`config.mk`:
```
export PLATFORM = sky130hd
export DESIGN_NAME = bist_engine_p
export DESIGN_NICKNAME = d
export VERILOG_FILES = /design/src/rtl/bist_engine_p.sv
export SDC_FILE = /design/constraint.sdc
export NUM_CORES = 1
export LEC_CHECK = 0
export ABC_CLOCK_PERIOD_IN_PS = 2700
export BUFFER_PORTS_ARGS = -buffer_cell sky130_fd_sc_hd__buf_2
export CORE_MARGIN = 1
export CORE_UTILIZATION = 31
export DETAILED_ROUTE_END_ITERATION = 6
export PLACE_DENSITY = 0.57
export REMOVE_ABC_BUFFERS = 1
export SLEW_MARGIN = 0
export SYNTH_ARGS = -nofsm -noshare
export SYNTH_HDL_FRONTEND = slang
export SYNTH_SLANG_ARGS = --single-unit
```
`constraint.sdc`:
```
create_clock -name CLK -period 2.7 [get_ports CLK]
set_clock_uncertainty 0.1 [all_clocks]
set_input_delay 0.27 -clock CLK [delete_from_list [all_inputs] [get_ports CLK]]
set_output_delay 0.27 -clock CLK [all_outputs]
set_load 0.02 [all_outputs]
```
`src/rtl/bist_engine_p.sv`:
```
// Logic BIST engine: Fibonacci LFSR patterns, scan sequencer, Galois MISR and golden compare.
// Define BIST_DIAG_EN to add the signature/pat_cnt_o outputs and the bist_abort input.
module bist_engine_p #(
    parameter int                  LFSR_W       = 8,
    parameter logic [LFSR_W-1:0]   LFSR_TAPS    = 8'hB8,
    parameter logic [LFSR_W-1:0]   LFSR_SEED    = 8'h01,
    parameter int                  PI_W         = 3,
    parameter int                  PO_W         = 2,
    parameter int                  MISR_W       = 16,
    parameter logic [MISR_W-1:0]   MISR_POLY    = 16'h1021,
    parameter int                  CHAIN_LEN    = 8,
    parameter int                  NUM_PATTERNS = 32,
    parameter logic [MISR_W-1:0]   GOLDEN       = 16'h0000
) (
    input  logic            CLK,
    input  logic            RST,
    input  logic            bist_start,
    input  logic [PI_W-1:0] func_pi,
    output logic [PI_W-1:0] cut_pi,
    output logic            scan_en,
    output logic            scan_in,
    input  logic            scan_out,
    input  logic [PO_W-1:0] cut_po,
`ifdef BIST_DIAG_EN
    input  logic                                bist_abort,
    output logic [MISR_W-1:0]                   signature,
    output logic [$clog2(NUM_PATTERNS+1)-1:0]   pat_cnt_o,
`endif
    output logic            test_mode,
    output logic            bist_end,
    output logic            pass_fail
);

    localparam int PAT_CW = $clog2(NUM_PATTERNS + 1);
    localparam int BIT_CW = $clog2(CHAIN_LEN + 1);
    localparam logic [PAT_CW-1:0] PAT_LAST = PAT_CW'(NUM_PATTERNS - 1);
    localparam logic [BIT_CW-1:0] BIT_LAST = BIT_CW'(CHAIN_LEN - 1);
    // An all-zero seed would lock the LFSR, so it is promoted to 1.
    localparam logic [LFSR_W-1:0] SEED_EFF = (LFSR_SEED == '0) ? LFSR_W'(1) : LFSR_SEED;

    typedef enum logic [2:0] {
        S_IDLE, S_SEED, S_SHIFT, S_CAPTURE, S_UNLOAD, S_COMPARE, S_DONE
    } state_t;

    state_t              state, state_nx;
    logic [LFSR_W-1:0]   lfsr;
    logic [MISR_W-1:0]   misr;
    logic [PAT_CW-1:0]   pat_cnt;
    logic [BIT_CW-1:0]   bit_cnt;
    logic [MISR_W-1:0]   comp_in;
    logic                bit_last;
    logic                abort_hit;

    function automatic logic [LFSR_W-1:0] lfsr_step(input logic [LFSR_W-1:0] v);
        return {v[LFSR_W-2:0], ^(v & LFSR_TAPS)};
    endfunction

    function automatic logic [MISR_W-1:0] misr_step(input logic [MISR_W-1:0] m,
                                                     input logic [MISR_W-1:0] d);
        return {m[MISR_W-2:0], 1'b0} ^ (m[MISR_W-1] ? MISR_POLY : '0) ^ d;
    endfunction

    assign comp_in  = MISR_W'({cut_po, scan_out});
    assign bit_last = (bit_cnt == BIT_LAST);

`ifdef BIST_DIAG_EN
    assign abort_hit = bist_abort &&
                       (state inside {S_SEED, S_SHIFT, S_CAPTURE, S_UNLOAD, S_COMPARE});
    assign signature = misr;
    assign pat_cnt_o = pat_cnt;
`else
    assign abort_hit = 1'b0;
`endif

    always_ff @(posedge CLK) begin
        if (RST) begin
            state <= S_IDLE;
        end else begin
            state <= state_nx;
        end
    end

    always_comb begin
        state_nx  = state;
        scan_en   = 1'b0;
        scan_in   = 1'b0;
        test_mode = 1'b0;
        bist_end  = 1'b0;
        cut_pi    = func_pi;
        case (state)
            S_IDLE: begin
                if (bist_start) state_nx = S_SEED;
            end
            S_SEED: begin
                state_nx = S_SHIFT;
            end
            S_SHIFT: begin
                scan_en   = 1'b1;
                scan_in   = lfsr[0];
                test_mode = 1'b1;
                cut_pi    = lfsr[PI_W-1:0];
                if (bit_last) state_nx = S_CAPTURE;
            end
            S_CAPTURE: begin
                test_mode = 1'b1;
                cut_pi    = lfsr[PI_W-1:0];
                state_nx  = (pat_cnt == PAT_LAST) ? S_UNLOAD : S_SHIFT;
            end
            S_UNLOAD: begin
                scan_en   = 1'b1;
                test_mode = 1'b1;
                cut_pi    = lfsr[PI_W-1:0];
                if (bit_last) state_nx = S_COMPARE;
            end
            S_COMPARE: begin
                state_nx = S_DONE;
            end
            S_DONE: begin
                bist_end = 1'b1;
                if (bist_start) state_nx = S_SEED;
            end
            default: state_nx = S_IDLE;
        endcase
        if (abort_hit) state_nx = S_DONE;
    end

    // Pattern generation, compaction and verdict; the first chain load is not compacted.
    always_ff @(posedge CLK) begin
        if (RST) begin
            lfsr      <= SEED_EFF;
            misr      <= '0;
            pat_cnt   <= '0;
            bit_cnt   <= '0;
            pass_fail <= 1'b0;
        end else begin
            case (state)
                S_IDLE, S_DONE: begin
                    if (bist_start) pass_fail <= 1'b0;
                end
                S_SEED: begin
                    lfsr      <= SEED_EFF;
                    misr      <= '0;
                    pat_cnt   <= '0;
                    bit_cnt   <= '0;
                    pass_fail <= 1'b0;
                end
                S_SHIFT: begin
                    lfsr    <= lfsr_step(lfsr);
                    bit_cnt <= bit_last ? '0 : bit_cnt + 1'b1;
                    if (pat_cnt != '0) misr <= misr_step(misr, comp_in);
                end
                S_CAPTURE: begin
                    misr    <= misr_step(misr, comp_in);
                    pat_cnt <= pat_cnt + 1'b1;
                end
                S_UNLOAD: begin
                    misr    <= misr_step(misr, comp_in);
                    bit_cnt <= bit_last ? '0 : bit_cnt + 1'b1;
                end
                S_COMPARE: begin
                    pass_fail <= (misr == GOLDEN);
                end
                default: ;
            endcase
            if (abort_hit) pass_fail <= 1'b0;
        end
    end

endmodule

```
**Yosys cells after proc, flatten, opt, wreduce, memory -nomap -nowiden**

Cells that the tools add are included.
Widths: inputs -> output; s select.

- Bitwise gates (word level): 2
- Equality and inequality tests: 12
- Multiply operators: 0
- Reductions and logical operators: 16
- Divide/modulo/power cells: 0
- Multiplexer cells: 19
- Add/sub/neg operators: 2
- Shift-type cells: 0
- Magnitude comparators: 0

Operators with widths:

| cell | number |
|---|---|
| $pmux 16 s3 | 1 |
| $pmux 3 s6 | 1 |
| $logic_not 16->1 | 1 |
| $mux 16 | 1 |
| $pmux 8 s2 | 1 |
| $xor 16x13->16 | 1 |
| $xor 16x3->16 | 1 |
| $mux 3 | 5 |
| $mux 13 | 1 |
| $pmux 6 s2 | 1 |
| $eq 3x3->1 const B | 3 |
| $pmux 4 s2 | 1 |
| $reduce_xor 8->1 | 1 |
| $add 6x1->6 const B | 1 |
| $eq 3x2->1 const B | 2 |
| $eq 6x5->1 const B | 1 |
| $ne 2x2->1 const B | 3 |
| $reduce_bool 2->1 | 3 |
| $reduce_bool 3->1 | 2 |
| $reduce_bool 6->1 | 1 |
| $reduce_or 2->1 | 3 |
| $mux 1 | 5 |
| $add 4x1->4 const B | 1 |
| $eq 4x3->1 const B | 1 |
| 8 further kinds | 9 |

- Output and inout bits: 8
- Latch bits: 0
- Input port bits: 9
- Logic and storage cells: 57
- Register bits after elaboration: 38
- Memory bits (read-only): 0
- Bits in writable memories: 0
- Memories kept: 0

**Logic depth before layout (Yosys ltp)**

- Depth in word-level cells: 5
- Depth in mapped cells: 7

**Worst setup path before layout**

OpenSTA, ideal clock, no wires.

- Path kind: register to output
- Start point: reg state[0]
- End point: out cut_pi[0]
- Cell stages (with the launch flop): 5
- Path slack: 1031 ps
- Required time: 2330 ps
- Arrival time: 1299 ps
- Cells stage by stage: dfxtp_1 buf_2 nor2_1 a21oi_1 mux2_2

- Word-level cells in the longest chain between the ends: 3
- Elaborated cells between the ends (all ways): 5

Ends and longest elaborated chain:

| item | RTL line | RTL |
|---|---|---|
| from (decl) | 45 | `state_t state, state_nx;` |
| from (signal assigned) | 79 | `state <= state_nx;` |
| $eq 3x2->1 / $eq 3x3->1 (equally long branches) | 90 | `case (state)` |
| $reduce_or 3->1 (no line) * | n/a |  |
| $mux 3 * | 90 |  |
| to (decl) | 19 | `output logic [PI_W-1:0] cut_pi,` |

Mark *: on every way between the ends. The rest lies on a longest branch, timed or not.

**Worst setup path after layout**

- Start point: reg state[0]
- End point: out cut_pi[2]

The elaborated chain is that of the path after synthesis.

==> results.md <==
* Row count at 28
* FMAX at 432.5 MHz
* Largest net degree at the start of global routing at 27
* Via density per instance at 5.288
* Most frequent cells after synthesis: 38 x dfxtp_1, 25 x nor2_1, 16 x a22o_1
* CTS sink cnt at 38
* Die Wd at 81.43 um
* Hold Vio Cnt, Final at 0
* WL per Instance at 13.43 um
* Met3 Usage GRT at 3.000%
* Share of cells above drive strength 1 at 18.50%
* Switch share at 23.05%
* Reg2reg start: state[1]
* Slew margin rel. at 66.21%
* Antenna cell count at 0
* H-tree depth at 2
* Crit end category: output pin
* Reg clk slew, reported paths at 0.08 ns
* Vias in the first global route at 1493
* Status: complete, no violations
* Nets at 238
* Number of synthesized flops with an enable pin at 0
* CTS tree: built
* Syn Area/Cell at 9.181 um^2
* WHS at 0.2277 ns
* Net Sw Power at 295.9 uW
* Setup crit start kind: register
* CP max FO at 15
* Top_reg_cell synth: dfxtp_1
* Area Overhead vs Synth at 12.67%
* Final setup fails at 0
* PostCTS Resize Cnt at 0
* HP Start: scan_out
* CP Class: reg -> out
* Synth top area share at 38.90%
* Met1 Usage GRT at 18.55%
* Tot Pwr at 1.283 mW
* Max Cap Violations at 0
* Initial Utilization at 32.64%
* Sequential area share after synthesis at 38.90%
* Routing usage on met2 at 21.67%
* Power Density at 582.5 nW/um^2
* RSZ-0062 raised after global routing: no
* Filler cell count at 619
* GRT Util Overall at 13.73%
* Hold path depth at 3
* DR vias at 1597
* First-pass GRT wire length at 6.989 mm
* Endpoint, Worst Hold: misr[0]
* Worst-Margin Slew at 0.5061 ns
* Clock share of power at 44.9%
* Core ar. at 5991 um^2
* Largest area contributor in the netlist: dfxtp_1
* Logic pwr share at 9.7%
* R2R depth at 5
* Setup TNS at 0 ns
* Chip height at 81.43 um
* CP required at 2.33 ns
* Iteration-0 DRC Markers at 101
* Reg area at 760.7 um^2
* Post-synthesis cell count at 213
* Flop pwr share at 45.4%
* Later-pin clock latency in the skew report at 0.29 ns
* Top cells by area, synth: dfxtp_1 39%, a22o_1 7.2%, nor2_1 4.8%
* Post-CTS Hold Buffers at 0
* Final antenna-violating net count at 0
* R2r endpoint: lfsr[0]
* Ys async rst share at 0%
* Flops & latches, synth at 38
* Final min period at 2.312 ns
* Hold Path Class: in -> reg
* RD Place Congestion at 0.8478
* Ports at 17
* Arrival time worst endpoint at 1.94 ns
* Root buffer cell: clkbuf_8
* Final period util at 85.63%
* TritonRoute pass-1 iters at 4
* GRT Max-Usage Layer: met2
* Slew Viols, Final at 0
* Residual DRC count at 0
* Most instantiated library cell after synthesis: dfxtp_1
* VDD IR max at 0.2232 mV
* Multi-input logic area at 1067 um^2
* Total gr overflow at 0
* Die area at 6630 um^2
* R2R setup slack at 0.79 ns
* Cell Int Power at 987.6 uW
* Cell area after synthesis at 1956 um^2
* Clock buffer depth at 2
* Ys Warns at 0
* PortBufs at 16
* Initial antenna violation count at 0
* Hpwl dp at 2.795 mm
* Num CTS Buffers at 5
* Leak Pwr at 0.8719 nW
* Yosys cell types at 49
* Routed wire length at 4.056 mm
* Post-CTS setup buffer count at 0
==> metrics by stage <==
stage	utilization (%)	setup slack, ns	instances	area, um^2
final	36.78	0.3879	302	2203
after global routing	36.78	0.2731	302	2203
after CTS	36.78	0.3859	302	2203
after detailed placement	34.48	0.7156	294	2066
after global placement	34.48	0.7609	294	2066
after floorplan	-	0.6515	197	1847
==> power by group through the flow <==
stage | sequential, mW | clock [mW] | combinational [mW]
3_3_place_gp | 0.595 | 0 | 0.124
4_1_cts | 0.582 | 0.596 | 0.125
3_5_place_dp | 0.596 | 0 | 0.125
5_1_grt | 0.584 | 0.622 | 0.139
6_report | 0.582 | 0.577 | 0.124
2_1_floorplan | 0.597 | 0 | 0.0765
==> layout make-up <==
| cell class | count | share of cell area [%] |
|---|---|---|
| clock buffer | 5 | 3.123 |
| timing repair buffer | 22 | 5.679 |
| multi-input combinational | 154 | 48.44 |
| tap | 75 | 4.259 |
| inverter | 5 | 0.8518 |
| sequential | 38 | 34.53 |
| clock inverter | 3 | 3.123 |
==> how the worst max path moves through the flow <==
| stage | to | slack (ns) | startpoint |
|---|---|---|---|
| after floorplan | cut_pi[0] | 0.65 | state[1] |
| after global placement | cut_pi[0] | 0.76 | state[0] |
| after detailed placement | cut_pi[2] | 0.72 | state[0] |
| after CTS | cut_pi[2] | 0.39 | state[0] |
| after global routing | cut_pi[0] | 0.27 | state[0] |
| final | cut_pi[2] | 0.39 | state[0] |
==> per-layer routing <==
metal,share of wire [%],routed length (um)
met3,2.7,109
met2,46,1865
met4,0.67,27
met5,0,0
met1,51,2053
==> critical path, stage by stage, from the launching register on <==
cell,delay (ns)
dfxtp_1,0.64
nor2_1,0.13
a21oi_1,0.35
mux2_2,0.38
buf_2,0.16
==> kinds of logic after synthesis <==
group	Yosys count	share of synthesized area (%)
adders and majority gates	3	1.920
AOI/OAI and AO/OA	67	25.85
xor gates and xnor gates	9	4.030
muxes	3	1.727
and+or+nand+nor	72	21.05
DFF	38	38.90
buffers and inverters	21	6.526
==> flip-flops by register name, summed over array words and instances (netlist names) <==
register / cells
misr: 16
pass_fail: 1
lfsr: 8
bit_cnt: 4
pat_cnt: 6
state: 3
==> cells in the final DEF (no fill, tap or decap), types with 2 or more instances in the layout <==
cell / n
nor2_1: 25
inv_1: 5
xor2_1: 5
nor2b_1: 2
o21ai_0: 8
a211oi_1: 2
a22o_1: 16
a311oi_1: 2
ha_1: 3
dfxtp_1: 38
o21a_1: 2
buf_2: 16
o41ai_1: 2
buf_4: 6
mux2_2: 3
bufinv_16: 2
nand4_1: 2
nand2_1: 10
nor3_1: 5
a22oi_1: 6
nand2b_1: 3
nand3_1: 5
a21oi_1: 11
a21o_1: 3
a2bb2oi_1: 6
o22ai_1: 2
nor4_1: 5
xnor2_1: 4
nor4b_1: 3
clkbuf_8: 5
Note: power is estimated with default switching activity, not from simulation.
